<file path="src/rtl/sram_matrix_loader.sv">
// sram_matrix_loader: streams a header plus row-major matrix elements into SRAM,
// rejecting empty matrices and any that would run past the top of the address space.
module sram_matrix_loader #(
    parameter int ADDR_W = 12
) (
    input  logic              clk,
    input  logic              reset_n,
    input  logic              load_start,
    input  logic [ADDR_W-1:0] base_address,
    output logic              load_ready,
    input  logic              s_valid,
    input  logic [31:0]       s_data,
    output logic              s_ready,
    output logic              sram_write_enable,
    output logic [ADDR_W-1:0] sram_write_address,
    output logic [31:0]       sram_write_data,
    output logic              load_done,
    output logic              load_error
);
    localparam logic [2:0] IDLE   = 3'd0;
    localparam logic [2:0] HEADER = 3'd1;
    localparam logic [2:0] DATA   = 3'd2;
    localparam logic [2:0] DONE   = 3'd3;
    localparam logic [2:0] ERROR  = 3'd4;
    localparam logic [63:0] ADDR_MAX = (64'd1 << ADDR_W) - 64'd1;
    logic [2:0]        state;
    logic [ADDR_W-1:0] base;
    logic [31:0]       total;
    logic [31:0]       count;
    logic [31:0]       hdr_total;
    logic [63:0]       hdr_end;
    logic              hdr_bad;
    assign load_ready = state == IDLE;
    assign s_ready    = state == HEADER || state == DATA;
    assign load_done  = state == DONE;
    assign load_error = state == ERROR;
    assign hdr_total  = 32'(s_data[31:16]) * 32'(s_data[15:0]);
    // Wide sum so the end-of-matrix check cannot itself wrap.
    assign hdr_end    = 64'(base) + 64'(hdr_total);
    assign hdr_bad    = s_data[31:16] == 16'd0 || s_data[15:0] == 16'd0 || hdr_end > ADDR_MAX;
    always_ff @(posedge clk) begin
        if (!reset_n) begin
            state              <= IDLE;
            base               <= '0;
            total              <= '0;
            count              <= '0;
            sram_write_enable  <= 1'b0;
            sram_write_address <= '0;
            sram_write_data    <= '0;
        end else begin
            sram_write_enable <= 1'b0;
            case (state)
                IDLE: if (load_start) begin
                    base  <= base_address;
                    state <= HEADER;
                end
                HEADER: if (s_valid) begin
                    total <= hdr_total;
                    if (hdr_bad) state <= ERROR;
                    else begin
                        count              <= '0;
                        sram_write_enable  <= 1'b1;
                        sram_write_address <= base;
                        sram_write_data    <= s_data;
                        state              <= DATA;
                    end
                end
                DATA: if (s_valid) begin
                    sram_write_enable  <= 1'b1;
                    sram_write_address <= base + ADDR_W'(count) + ADDR_W'(1);
                    sram_write_data    <= s_data;
                    count              <= count + 32'd1;
                    if (count == total - 32'd1) state <= DONE;
                end
                default: state <= IDLE;
            endcase
        end
    end
endmodule

</file>
<file path="config.mk">
export PLATFORM = sky130hd
export DESIGN_NAME = sram_matrix_loader
export DESIGN_NICKNAME = d
export VERILOG_FILES = /design/src/rtl/sram_matrix_loader.sv
export SDC_FILE = /design/constraint.sdc
export NUM_CORES = 1
export LEC_CHECK = 0
export ABC_AREA = 1
export CORE_MARGIN = 2
export CORE_UTILIZATION = 30
export CTS_CLUSTER_SIZE = 30
export DETAILED_ROUTE_END_ITERATION = 8
export GPL_ROUTABILITY_DRIVEN = 0
export GPL_TIMING_DRIVEN = 0
export PLACE_DENSITY = 0.46
export SYNTH_ARGS = -nofsm -noshare
export SYNTH_HDL_FRONTEND = slang
export SYNTH_SLANG_ARGS = --single-unit
</file>
<file path="constraint.sdc">
create_clock -name clk -period 22.8 [get_ports clk]
set_input_delay 4.56 -clock clk [delete_from_list [all_inputs] [get_ports clk]]
set_output_delay 4.56 -clock clk [all_outputs]
set_load 0.01 [all_outputs]
</file>
==> out/qor.txt <==
via count -> 17000
Initial Utilization -> 30.4%
Worst Setup EP -> sram_write_data[14]
final slew viol count -> 0
leading area contributor after synthesis -> fa_1
syn_area_per_cell -> 6.68 um2
placed inst area -> 0.0196 mm2
vias in the first global route -> 16900
Post-CTS Setup Bufs -> 0
initial antenna violation count -> 0
Final #Nets -> 3149
ys async rst share -> 0%
Compound-Gate Fraction of Synth Area -> 6.20%
Core Footprint -> 0.0591 mm2
Post-CTS Hold Fix Bufs -> 0
Main synth FF type -> dfxtp_1
Final Skew -> 0.0121 ns
DP HPWL -> 52000 um
Synth Area in XOR/XNOR -> 5.11%
fmax -> 76.8 MHz
cell at the slowest stage of the critical path -> clkbuf_1
RSZ-0062 raised after global routing -> no
Die H -> 249 um
final wirelength -> 61900 um
unique cell type count in the Yosys netlist -> 42
Vias/cell -> 4.77
share of synthesized cell area in full adder, half adder and majority cells -> 30.8%
FF-to-FF End -> sram_write_data[14]
Antenna Cells -> 0
total congestion overflow -> 0
Synth Area in Simple Gates -> 29.0%
element type at the critical path start -> input port
clk sinks -> 124
final hold violation count -> 0
Mapped Cells -> 2694
routed len/inst -> 17.4 um
r2r startpoint -> base[0]
Req. time, crit path -> 23.10 ns
Routed Antenna Nets -> 0
final setup TNS -> 0 ns
post-route design area -> 0.0202 mm2
CP Launch Point -> s_data[24]
Post-synth EDFFs -> 0
CTS Buf Count -> 17
Reg2Reg Setup Slack -> 18.85 ns
FP Rows -> 89
CP most frequent cell -> nand2_1
critical path peak fanout -> 10
Skew-Pair Late Insertion Delay -> 0.44 ns
Net Count, Synth -> 3067
CTS Buffer Depth -> 2
Seq/Total Area, Yosys -> 13.8%
Yosys top cell area share -> 21.8%
# H-tree levels -> 4
# resized after CTS -> 0
Relative slew margins -> 39.8%
Final Critical Period -> 13.02 ns
DRC Markers -> 0
Setup crit end kind -> flip-flop
root buffer cell -> clkbuf_16
Pre-antenna DRT Iters -> 8
post-route clock period utilization -> 57.1%
count leader, synth -> nand2_1
I/O Pins -> 97
max capacitance violation total -> 0
CP Data Arrival Time -> 13.32 ns
Global Route Usage Sum -> 20.1%
#FFs+latches synth -> 124
outcome -> finished, final reports clean
Die Area -> 0.0620 mm2
worst hold path type -> reg -> reg
Largest stage delay, worst path -> 0.66 ns
area grow syn2layout -> 12.1%
largest family of logic cells by synthesized area -> adder cells
CTS tree -> done
IO buf count -> 63
most frequent cells after synthesis -> nand2_1, inv_1, fa_1, nor2_1, a21oi_1
largest net degree at the start of global routing -> 17
YS warnings -> 0
Slew @ Worst Pin -> 0.904 ns
initial drt markers -> 1184
mux cell area share after synthesis -> 0%
first-pass GRT wire length -> 97900 um
clock slew at reported path FFs -> 0.06 ns
Cell Area, Synth -> 0.0180 mm2
R2R depth -> 23
layout cells sized above 1 -> 3.09%
Die Width -> 249 um
Setup Viol. Count Final -> 0
largest cells by area after synthesis -> fa_1, nand2_1, dfxtp_1
CP Class -> in -> reg
## cells in the final DEF (no fill, tap or decap), drive strengths merged, types with 2 or more instances in the layout
| master | count |
|---|---|
| clkinvlp | 2 |
| nor4 | 17 |
| clkbuf | 119 |
| nand3b | 4 |
| xnor2 | 35 |
| o21bai | 3 |
| or2 | 4 |
| xor2 | 70 |
| nor3 | 33 |
| nand4 | 105 |
| o22ai | 2 |
| nor3b | 3 |
| o21ai | 48 |
| buf | 35 |
| a21o | 2 |
| o211ai | 14 |
| dfxtp | 124 |
| clkdlybuf4s50 | 63 |
| nand2 | 762 |
| a21oi | 136 |
| clkinv | 7 |
| nor2 | 204 |
| ha | 129 |
| nand3 | 89 |
| fa | 196 |
| and2 | 3 |
| inv | 571 |
## through the flow
step / hold slack, ns / std cells / setup WS [ns] / utilization (%)
floorplan: 0.460 / 2694 / 11.50 / -
global placement: 0.449 / 3530 / 9.34 / 33.1
detailed placement: 0.452 / 3530 / 9.42 / 33.1
CTS: 0.460 / 3559 / 9.83 / 34.1
global route: 0.477 / 3559 / 9.32 / 34.1
finish: 0.457 / 3559 / 9.78 / 34.1
## area by class of cell
type / instances / area (um2)
fillers: 6446 / 39000
inverters: 576 / 2160
clock buffers: 24 / 512
clock inverters: 5 / 58.8
plain buffers: 130 / 564
repair buffers: 63 / 631
well taps: 773 / 967
flip-flops and latches: 124 / 2480
multi-input cells: 1864 / 12800
## worst min-delay path by stage
| stage | cells after the start | to | from | slack (ns) |
|---|---|---|---|---|
| 2_1_floorplan | 2 | base[10] | base[10] | 0.46 |
| 3_3_place_gp | 2 | sram_write_data[3] | sram_write_data[3] | 0.45 |
| 3_5_place_dp | 2 | sram_write_data[5] | sram_write_data[5] | 0.45 |
| 4_1_cts | 2 | sram_write_data[5] | sram_write_data[5] | 0.46 |
| 5_1_grt | 2 | sram_write_data[5] | sram_write_data[5] | 0.48 |
| 6_report | 2 | sram_write_data[2] | sram_write_data[2] | 0.46 |
## routing by layer
| metal | GRT usage [%] | vias to the layer above | wire length [um] | part of all wire [%] |
|---|---|---|---|---|
| li1 | - | 8339 | - | - |
| met1 | 27.8 | 8158 | 29100 | 47 |
| met2 | 33.9 | 419 | 29300 | 47 |
| met3 | 2.10 | 52 | 2620 | 4.2 |
| met4 | 4.45 | 0 | 941 | 1.5 |
| met5 | 0 | - | 0 | 0 |
## logic make-up (layout without fill, tap and decap cells)
group / Yosys count / count (layout)
AND/OR/NAND/NOR: 1225 / 1225
buffers and inverters: 706 / 798
adder cells (fa/ha/maj): 325 / 325
AO/OA/AOI/OAI: 209 / 209
flip-flops: 124 / 124
XOR/XNOR: 105 / 105
## worst max-delay path, delay by kind of cell
family | cells | cell delay (ns)
xor+xnor | 1 | 0.20
simple gates | 22 | 2.83
fa+ha+maj | 8 | 3.59
buf+inv | 10 | 2.05
compound gates | 1 | 0.06
## state kept, by name, indices dropped and copies added (netlist names)
name and count:
count 32, sram_write_data 32, total 32, base 12, sram_write_address 12, state 3, sram_write_enable 1
Power is left out: the tool's default activity adds up to more than one toggle a clock period on the data nets, which glitch-free logic cannot reach.
